===== src/rtl/caf_peak_pkg.sv =====
// Shared definitions for the CAF peak detector.
// Holds the scan FSM state type and helpers that give the bit offsets of the
// fields in the result word {detect, freq_idx, lag_idx, peak_mag}, MSB first.
package caf_peak_pkg;

  typedef enum logic [1:0] {
    StIdle,
    StScan,
    StHold
  } state_e;

  // LSB position of lag_idx in the result word.
  function automatic int unsigned lag_lsb(input int unsigned mag_bits);
    return mag_bits;
  endfunction

  // LSB position of freq_idx in the result word.
  function automatic int unsigned freq_lsb(input int unsigned mag_bits,
                                           input int unsigned lag_bits);
    return mag_bits + lag_bits;
  endfunction

  // Position of the detect flag, the result MSB.
  function automatic int unsigned detect_pos(input int unsigned mag_bits,
                                             input int unsigned lag_bits,
                                             input int unsigned freq_bits);
    return mag_bits + lag_bits + freq_bits;
  endfunction

endpackage


===== src/rtl/caf_index_counter.sv =====
// Nested lag/frequency index counter for one ambiguity surface.
// lag_cnt and freq_cnt hold the coordinates of the cell currently on the input.
// Ports:
//   clk, rst_n : clock, asynchronous active-low reset
//   inc        : advance by one cell (accepted beat)
//   clr        : synchronous clear (tlast beat); wins over inc
//   lag_cnt    : lag index, wraps LAG_LEN-1 -> 0 and carries into freq_cnt
//   freq_cnt   : frequency index, wraps FOA_LEN-1 -> 0
module caf_index_counter
  import caf_peak_pkg::*;
#(
  parameter int unsigned LAG_LEN   = 64,
  parameter int unsigned FOA_LEN   = 8,
  parameter int unsigned LAG_BITS  = $clog2(LAG_LEN),
  parameter int unsigned FREQ_BITS = $clog2(FOA_LEN)
) (
  input  logic                 clk,
  input  logic                 rst_n,
  input  logic                 inc,
  input  logic                 clr,
  output logic [LAG_BITS-1:0]  lag_cnt,
  output logic [FREQ_BITS-1:0] freq_cnt
);

  localparam logic [LAG_BITS-1:0]  LagMax  = LAG_BITS'(LAG_LEN - 1);
  localparam logic [FREQ_BITS-1:0] FreqMax = FREQ_BITS'(FOA_LEN - 1);

  logic [LAG_BITS-1:0]  lag_q, lag_d;
  logic [FREQ_BITS-1:0] freq_q, freq_d;

  always_comb begin
    lag_d  = lag_q;
    freq_d = freq_q;
    if (clr) begin
      lag_d  = '0;
      freq_d = '0;
    end else if (inc) begin
      if (lag_q == LagMax) begin
        lag_d  = '0;
        freq_d = (freq_q == FreqMax) ? '0 : freq_q + 1'b1;
      end else begin
        lag_d = lag_q + 1'b1;
      end
    end
  end

  always_ff @(posedge clk or negedge rst_n) begin
    if (!rst_n) begin
      lag_q  <= '0;
      freq_q <= '0;
    end else begin
      lag_q  <= lag_d;
      freq_q <= freq_d;
    end
  end

  assign lag_cnt  = lag_q;
  assign freq_cnt = freq_q;

endmodule


===== src/rtl/caf_peak_detect.sv =====
// CAF peak detector: scans one ambiguity surface of correlation-power cells
// (all lags of bin 0, then bin 1, ...) and emits one result beat with the
// peak power and its (frequency bin, lag) coordinates. tlast ends a surface.
// Optional feature macro: CAF_PEAK_THRESHOLD_EN adds the threshold port and
// sets detect = (peak_mag >= threshold); otherwise detect is always 1.
// Ports:
//   clk, rst_n    : clock, asynchronous active-low reset
//   m_axis_tdata  : input cell power (unsigned)
//   m_axis_tvalid : input cell valid
//   m_axis_tlast  : last cell of surface
//   s_axis_tready : input accepted (registered, low only while holding a result)
//   s_axis_tdata  : result {detect, freq_idx, lag_idx, peak_mag}
//   s_axis_tvalid : result valid, held until m_axis_tready
//   m_axis_tready : downstream accepts result
//   threshold     : detection threshold (CAF_PEAK_THRESHOLD_EN only)
module caf_peak_detect
  import caf_peak_pkg::*;
#(
  parameter int unsigned MAG_BITS  = 32,
  parameter int unsigned LAG_LEN   = 64,
  parameter int unsigned FOA_LEN   = 8,
  parameter int unsigned LAG_BITS  = $clog2(LAG_LEN),
  parameter int unsigned FREQ_BITS = $clog2(FOA_LEN)
) (
  input  logic                                     clk,
  input  logic                                     rst_n,
  input  logic [MAG_BITS-1:0]                      m_axis_tdata,
  input  logic                                     m_axis_tvalid,
  input  logic                                     m_axis_tlast,
  output logic                                     s_axis_tready,
  output logic [1+FREQ_BITS+LAG_BITS+MAG_BITS-1:0] s_axis_tdata,
  output logic                                     s_axis_tvalid,
  input  logic                                     m_axis_tready
`ifdef CAF_PEAK_THRESHOLD_EN
  ,
  input  logic [MAG_BITS-1:0]                      threshold
`endif
);

  localparam int unsigned LagLsb    = lag_lsb(MAG_BITS);
  localparam int unsigned FreqLsb   = freq_lsb(MAG_BITS, LAG_BITS);
  localparam int unsigned DetectPos = detect_pos(MAG_BITS, LAG_BITS, FREQ_BITS);

  state_e               state_q, state_d;
  logic [MAG_BITS-1:0]  peak_mag_q, peak_mag_d;
  logic [LAG_BITS-1:0]  peak_lag_q, peak_lag_d;
  logic [FREQ_BITS-1:0] peak_freq_q, peak_freq_d;
  logic                 detect_q, detect_d;
  logic                 valid_q, valid_d;
  logic                 ready_q, ready_d;

  logic                 accept;
  logic [LAG_BITS-1:0]  lag_cnt;
  logic [FREQ_BITS-1:0] freq_cnt;

  assign accept = m_axis_tvalid & ready_q;

  caf_index_counter #(
    .LAG_LEN  (LAG_LEN),
    .FOA_LEN  (FOA_LEN),
    .LAG_BITS (LAG_BITS),
    .FREQ_BITS(FREQ_BITS)
  ) u_index_counter (
    .clk     (clk),
    .rst_n   (rst_n),
    .inc     (accept),
    .clr     (accept & m_axis_tlast),
    .lag_cnt (lag_cnt),
    .freq_cnt(freq_cnt)
  );

  always_comb begin
    state_d     = state_q;
    peak_mag_d  = peak_mag_q;
    peak_lag_d  = peak_lag_q;
    peak_freq_d = peak_freq_q;
    detect_d    = detect_q;
    valid_d     = valid_q;
    ready_d     = ready_q;
    unique case (state_q)
      StIdle, StScan: begin
        if (accept) begin
          // First cell of a surface always loads; later cells must be strictly
          // greater so ties keep the earliest cell.
          if ((state_q == StIdle) || (m_axis_tdata > peak_mag_q)) begin
            peak_mag_d  = m_axis_tdata;
            peak_lag_d  = lag_cnt;
            peak_freq_d = freq_cnt;
          end
          if (m_axis_tlast) begin
            state_d = StHold;
            valid_d = 1'b1;
            ready_d = 1'b0;
`ifdef CAF_PEAK_THRESHOLD_EN
            detect_d = (peak_mag_d >= threshold);
`else
            detect_d = 1'b1;
`endif
          end else begin
            state_d = StScan;
          end
        end
      end
      StHold: begin
        if (m_axis_tready) begin
          state_d = StIdle;
          valid_d = 1'b0;
          ready_d = 1'b1;
        end
      end
      default: begin
        state_d = StIdle;
        valid_d = 1'b0;
        ready_d = 1'b1;
      end
    endcase
  end

  always_ff @(posedge clk or negedge rst_n) begin
    if (!rst_n) begin
      state_q     <= StIdle;
      peak_mag_q  <= '0;
      peak_lag_q  <= '0;
      peak_freq_q <= '0;
      detect_q    <= 1'b0;
      valid_q     <= 1'b0;
      ready_q     <= 1'b1;
    end else begin
      state_q     <= state_d;
      peak_mag_q  <= peak_mag_d;
      peak_lag_q  <= peak_lag_d;
      peak_freq_q <= peak_freq_d;
      detect_q    <= detect_d;
      valid_q     <= valid_d;
      ready_q     <= ready_d;
    end
  end

  assign s_axis_tdata[MAG_BITS-1:0]         = peak_mag_q;
  assign s_axis_tdata[LagLsb +: LAG_BITS]   = peak_lag_q;
  assign s_axis_tdata[FreqLsb +: FREQ_BITS] = peak_freq_q;
  assign s_axis_tdata[DetectPos]            = detect_q;
  assign s_axis_tvalid                      = valid_q;
  assign s_axis_tready                      = ready_q;

endmodule


===== config.mk =====
export PLATFORM = sky130hd
export DESIGN_NAME = caf_peak_detect
export DESIGN_NICKNAME = d
export VERILOG_FILES = /design/src/rtl/caf_peak_pkg.sv /design/src/rtl/caf_index_counter.sv /design/src/rtl/caf_peak_detect.sv
export SDC_FILE = /design/constraint.sdc
export NUM_CORES = 1
export LEC_CHECK = 0
export ABC_AREA = 1
export CAP_MARGIN = 0
export CORE_UTILIZATION = 50
export DETAILED_ROUTE_END_ITERATION = 8
export DONT_BUFFER_PORTS = 1
export PLACE_DENSITY = 0.72
export SYNTH_ARGS = -nofsm -noshare
export SYNTH_HDL_FRONTEND = slang
export SYNTH_SLANG_ARGS = --single-unit

===== constraint.sdc =====
create_clock -name clk -period 1.85 [get_ports clk]
set_clock_uncertainty 0.1 [all_clocks]
set_input_delay 0.2775 -clock clk [delete_from_list [all_inputs] [get_ports clk]]
set_output_delay 0.2775 -clock clk [all_outputs]
set_load 0.005 [all_outputs]

==> results of run 1 <==
[final cells by class]
type	count	area share [%]
clock buffer	5	1.57
clock inverter	3	1.54
inverter	53	4.53
multi-input combinational	277	40.9
sequential	55	31.3
tap	75	2.14
timing repair buffer	84	18.0
[flip-flops by register name, summed over array words and instances (netlist names)]
| name | flops |
|---|---|
| s_axis_tready | 1 |
| peak_lag_q | 6 |
| u_index_counter.freq_cnt | 3 |
| peak_freq_q | 3 |
| s_axis_tvalid | 1 |
| u_index_counter.lag_cnt | 6 |
| state_q | 2 |
| peak_mag_q | 32 |
| detect_q | 1 |
[logic make-up (layout without fill, tap and decap cells)]
kind of cell             after synthesis  after routing  share of synthesized area [%]
adder cells (fa/ha/maj)               35             35                           13.8
AO/OA/AOI/OAI                         31             31                           5.49
AND/OR/NAND/NOR                      211            211                           27.9
buffers and inverters                 67            145                           9.32
flip-flops                            55             55                           43.5
[through the flow]
stage               utilization [%]  instances  hold slack [ns]  total power [uW]
floorplan                         -        399           -0.118              3720
global placement               58.5        503           -0.117              4670
detailed placement             58.5        503           -0.117              4780
CTS                            66.7        542         0.000328              5880
global route                   72.9        552           0.0122              7200
finish                         72.9        552           0.0138              6670
[timing repair]
item / CTS / global route
resized for setup: 4 / 55
hold buffers: 31 / 0
endpoints found under the hold margin: 84 / 0
endpoints found under the setup margin: 41 / 41
cloned: 0 / 2
pin swaps: 0 / 7
setup buffers: 0 / 8
[worst paths after layout]
| check | cells past startpoint | endpoint | slack, ns | from |
|---|---|---|---|---|
| min in group asynchronous | 2 | peak_mag_q[6] | 0.38 | rst_n |
| max in group asynchronous | 2 | s_axis_tready | 0.97 | rst_n |
| worst max-delay path | 14 | peak_mag_q[8] | -0.31 | peak_mag_q[19] |
| worst min register to register | 1 | detect_q | 0.41 | detect_q |
| worst min-delay path | 2 | peak_mag_q[5] | 0.01 | m_axis_tdata[5] |
| worst max register to register | 14 | peak_mag_q[8] | -0.31 | peak_mag_q[19] |
[power by group through the flow]
stage,clock [uW],sequential (uW),combinational (uW)
2_1_floorplan,0,2080,1630
3_3_place_gp,0,2030,2640
3_5_place_dp,0,2050,2730
4_1_cts,989,2020,2860
5_1_grt,1010,2100,4090
6_report,957,2050,3660
[critical path: stages (launching register included)]
cell and delay [ns]:
dfrtp_1 0.37, inv_1 0.05, ha_1 0.30, a21oi_1 0.21, nand2_1 0.09, nand2_1 0.06, nand3_1 0.08, a21oi_2 0.15
nand2_2 0.07, nand2_2 0.08, nand2_4 0.08, nand2_8 0.11, buf_12 0.16, nand2_1 0.07, nand2_1 0.10
[placed cells by master, fill, tap and decap left out, types with 13 or more instances in the layout]
master,instances
nand2_1,108
dfrtp_1,54
nand3_1,48
buf_4,48
inv_1,44
dlygate4sd3_1,30
ha_1,22
nand2_2,17
nor2_1,17
a21oi_1,14
ha_4,13
[routing by layer]
metal	up-vias	share of wire (%)	GRT usage (%)
met4	0	2.2	8.77
met3	19	7.4	5.89
met1	1421	39	28.4
li1	1428	-	-
met5	-	0	0
met2	107	51	42.8
==> results.toml, run 1 <==
[pwr]
p_leak_uw = 0.00225
comb_power_share_pct = 54.9
vdd_drop_max_uv = 783
netSwitchingFraction_pct = 40.6
p_sw_uw = 2710
intPower_uw = 3960
pwr-share-seq_pct = 30.8
power_density_nw_per_um2 = 1520
p_clk_share_pct = 14.3

[clocking]
clock-sinks = 55
numCtsBuffers = 5
cts_tree = "done"
clk_pin_slew_ns = 0.10
clockBufferDepth = 2
cts.htree.levels = 2
insertion_delay_ns = 0.31
root_buffer = "clkbuf_8"

[critical_path]
critPathLaunchType = "flop"
path_class = "reg -> reg"
cp.required_ns = 2.00
worstPathMaxFanout = 21
arrival_ns = 2.31
worstSetupEndpointType = "flop"

[floorplanning]
die_w_um = 81.6
dieHeight_um = 81.6
core_um2 = 6030
io_pins = 81
start_util_pct = 52.6
die_area_um2 = 6660
rows = 28

[logic_synthesis]
avgSynthCellArea_um2 = 7.94
syn_nets = 471
synth_cells = 399
synth_top_cell_by_area = "dfrtp_1"
synthesis.area_um2 = 3170
synth_top_area_share_pct = 42.6
ys_types = 30
yosysWarnings = 0
synth-edff-count = 0
yosys-top-cells-area = "dfrtp_1, nand2_1, ha_1"
yosys_register_bits = 55
synthArstFlopShare_pct = 100
synth-main-ff-cell = "dfrtp_1"
ys_seq_area_share_pct = 43.5
yosysMostFrequentCell = "nand2_1"
yosys-top-cells-count = "nand2_1, dfrtp_1, inv_1"

[timing]
drv_slew = 0
fin_crit_sh_pct = 117
slew_headroom_pct = 81.0
setup_violations = 41
worstMarginPinSlew_ns = 0.284
rsz0062_at_grt = "yes"
worst_slack_ns = -0.311
fmax_ghz = 0.463
finalHoldViolCount = 0
finalCriticalPeriod_ns = 2.16
finalSetupTns_ns = -9.42

[outcome]
outcome = "complete, but fails checks"
violations = "setup timing"

[placement]
placed_area_um2 = 3520
gp_congestion = 0.800
dpl_worst_slack_ns = -0.113
numPortBuffers = 0
hpwl_um = 5140

[cells_and_area]
register_area_um2 = 1380
syn_to_final_growth_pct = 38.6
nFillCells = 445
multi_input_area_um2 = 1800
final_nets = 548
antenna_cells = 0
fin_area_um2 = 4390
drive_gt1_share_pct = 25.6

[route]
drtIter0Drc = 111
vias_per_cell = 5.39
drc_errors = 0
ant_nets = 0
wire_per_inst_um = 16.0
vias = 2975
wl_um = 8830
drt_first_pass_iters = 5

[job]
maxCapViolations = 0

[global_routing]
grt-ovfl-total = 0
grt_max_degree = 56
grt_pass1_vias = 2904
grt_pass1_wl_um = 12400
gr-usage-all-layers_pct = 24.2
antenna_found_initial = 0

[worst_hold_path]
worstHoldPathType = "in -> reg"
Power figures use the tool's default switching activity.
==> run 2, diff against run 1 <==
- GPL_TIMING_DRIVEN: unset -> 0
==> run 2 against run 1 <==
Register-to-register slack gained 0.05 ns. Die area is the same. Via count shrank 11%. Global-route usage shrank 2.5 points. Sequential power grew 9.8%. Critical endpoint is now peak_mag_q[0]. Clock power shrank 2%. The flow still finishes with violations (setup timing). Total power shrank 13%.
==> results.toml, run 2 (same netlist as run 1, synthesis figures left out) <==
[global_routing]
antenna_found_initial = 0
gr-usage-all-layers_pct = 21.8
grt_pass1_vias = 2596
grt_pass1_wl_um = 11300
grt-ovfl-total = 0
grt_max_degree = 56

[timing]
setup_violations = 41
finalCriticalPeriod_ns = 2.11
fmax_ghz = 0.474
finalHoldViolCount = 0
worstMarginPinSlew_ns = 0.487
worst_slack_ns = -0.262
rsz0062_at_grt = "yes"
slew_headroom_pct = 67.6
drv_slew = 0
fin_crit_sh_pct = 114

[placement]
gp_congestion = 0.801
numPortBuffers = 0
dpl_worst_slack_ns = -0.253
place_inst = 474
hpwl_um = 4780

[clocking]
cts.htree.levels = 2
numCtsBuffers = 5
cts_tree = "done"
clock-sinks = 55
clk_pin_slew_ns = 0.10
clockBufferDepth = 2
root_buffer = "clkbuf_8"
insertion_delay_ns = 0.31

[pwr]
finalPower_uw = 5810
power_density_nw_per_um2 = 1470
vdd_drop_max_uv = 761
p_leak_uw = 0.00196

[critical_path]
arrival_ns = 2.21
worstPathMaxFanout = 7
path_class = "reg -> reg"
r2r_slack_ns = -0.26
cp.required_ns = 1.95
crit_start = "peak_mag_q[31]"
critPathMostFrequentCell = "nand2_2"
setup.worst_path.end = "peak_mag_q[0]"
critPathLaunchType = "flop"
crit_chain = "inv_2 -> ha_4 -> nand2_2 -> nor2_2 -> nand2_2 -> nor2_2 -> nand2_1 -> nand2_1 -> nand2_2 -> nand2_4 -> nand2_8 -> clkbuf_16 -> nand2_2 -> nand2_1"
r2r_end = "peak_mag_q[0]"
worstSetupEndpointType = "flop"
r2r_cells = 14
slowest_stage = "dfrtp_1"
cpPeakStageDelay_ns = 0.45
r2r-start = "peak_mag_q[31]"

[worst_hold_path]
worstHoldPathType = "in -> reg"

[cells_and_area]
instances_no_fill = 503
final_cell_mix = "nand2_1, dfrtp_1, nand3_1, inv_1, nand2_2"
nFillCells = 519
regMostFlops = "peak_mag_q"
largest_reg_flops = 32
drive_gt1_share_pct = 22.7
antenna_cells = 0
layout_commonest_cell = "nand2_1"
syn_to_final_growth_pct = 24.7
final_util_pct = 65.6
final_nets = 499

[outcome]
violations = "setup timing"
outcome = "complete, but fails checks"

[floorplanning]
core_um2 = 6030
rows = 28
die_area_um2 = 6660
io_pins = 81
start_util_pct = 52.6
die_w_um = 81.6
dieHeight_um = 81.6

[route]
ant_nets = 0
drtIter0Drc = 60
wl_um = 7340
drc_errors = 0
vias_per_cell = 5.26
vias = 2646
wire_per_inst_um = 14.6
drt_first_pass_iters = 4

[job]
maxCapViolations = 0
-- run 2: repair_timing --
action / 4_1_cts / 5_1_grt
hold buffers: 18 / 0
setup buffers: 0 / 1
gates resized for setup: 23 / 53
endpoints found under the setup margin: 41 / 41
cloned: 1 / 1
endpoints found under the hold margin: 71 / 0
pin swaps: 5 / 6
-- run 2: critical path: cells and delay by family, from the launching register on --
| kind | cells | cell delay, ns |
|---|---|---|
| AND/OR/NAND/NOR | 11 | 0.94 |
| buffers and inverters | 2 | 0.26 |
| flip-flops | 1 | 0.45 |
| adder cells (fa/ha/maj) | 1 | 0.27 |
-- run 2: per-stage QoR --
stage / instance area (um2) / setup TNS (ns) / hold WS [ns]
4_1_cts: 3700 / -7.36 / 0.000468
5_1_grt: 3950 / -16.13 / 0.000665
3_3_place_gp: 3260 / -7.95 / -0.117
2_1_floorplan: 3170 / 0 / -0.118
3_5_place_dp: 3260 / -8.88 / -0.117
6_report: 3950 / -9.67 / 0.0112
-- run 2: per-layer routing --
layer,global-route usage (%),share of wire [%],vias to the layer above
li1,-,-,1323
met1,24.6,42,1250
met2,40.2,51,69
met3,6.22,6.6,4
met4,5.09,0.40,0
met5,0,0,-
-- run 2: how the worst min path moves through the flow --
stage / startpoint / to / slack, ns / depth (start not counted)
final: m_axis_tdata[5] / peak_mag_q[5] / 0.01 / 2
after global placement: rst_n / peak_mag_q[6] / -0.12 / 0
after CTS: m_axis_tdata[10] / peak_mag_q[10] / 0.0005 / 2
after detailed placement: rst_n / peak_mag_q[4] / -0.12 / 0
after global routing: m_axis_tdata[5] / peak_mag_q[5] / 0.0007 / 2
after floorplan: rst_n / detect_q / -0.12 / 0
-- run 2: layout make-up --
class                   count  area [um2]  share of cell area (%)
plain buffers              14         116                    2.94
clock buffers               5        68.8                    1.74
clock inverters             3        67.6                    1.71
inverters                  53         199                    5.03
multi-input cells         277        1780                    45.2
flip-flops and latches     55        1380                    34.9
well taps                  75        93.8                    2.37
repair buffers             21         241                    6.11
-- run 2: report_power, final --
group	leakage [uW]	total (uW)	internal (uW)	switching, uW
sequential	0.000697	2250	1700	552
combinational	0.00120	2620	1150	1460
clock	0.0000644	942	540	402
total	0.00196	5810	3390	2420
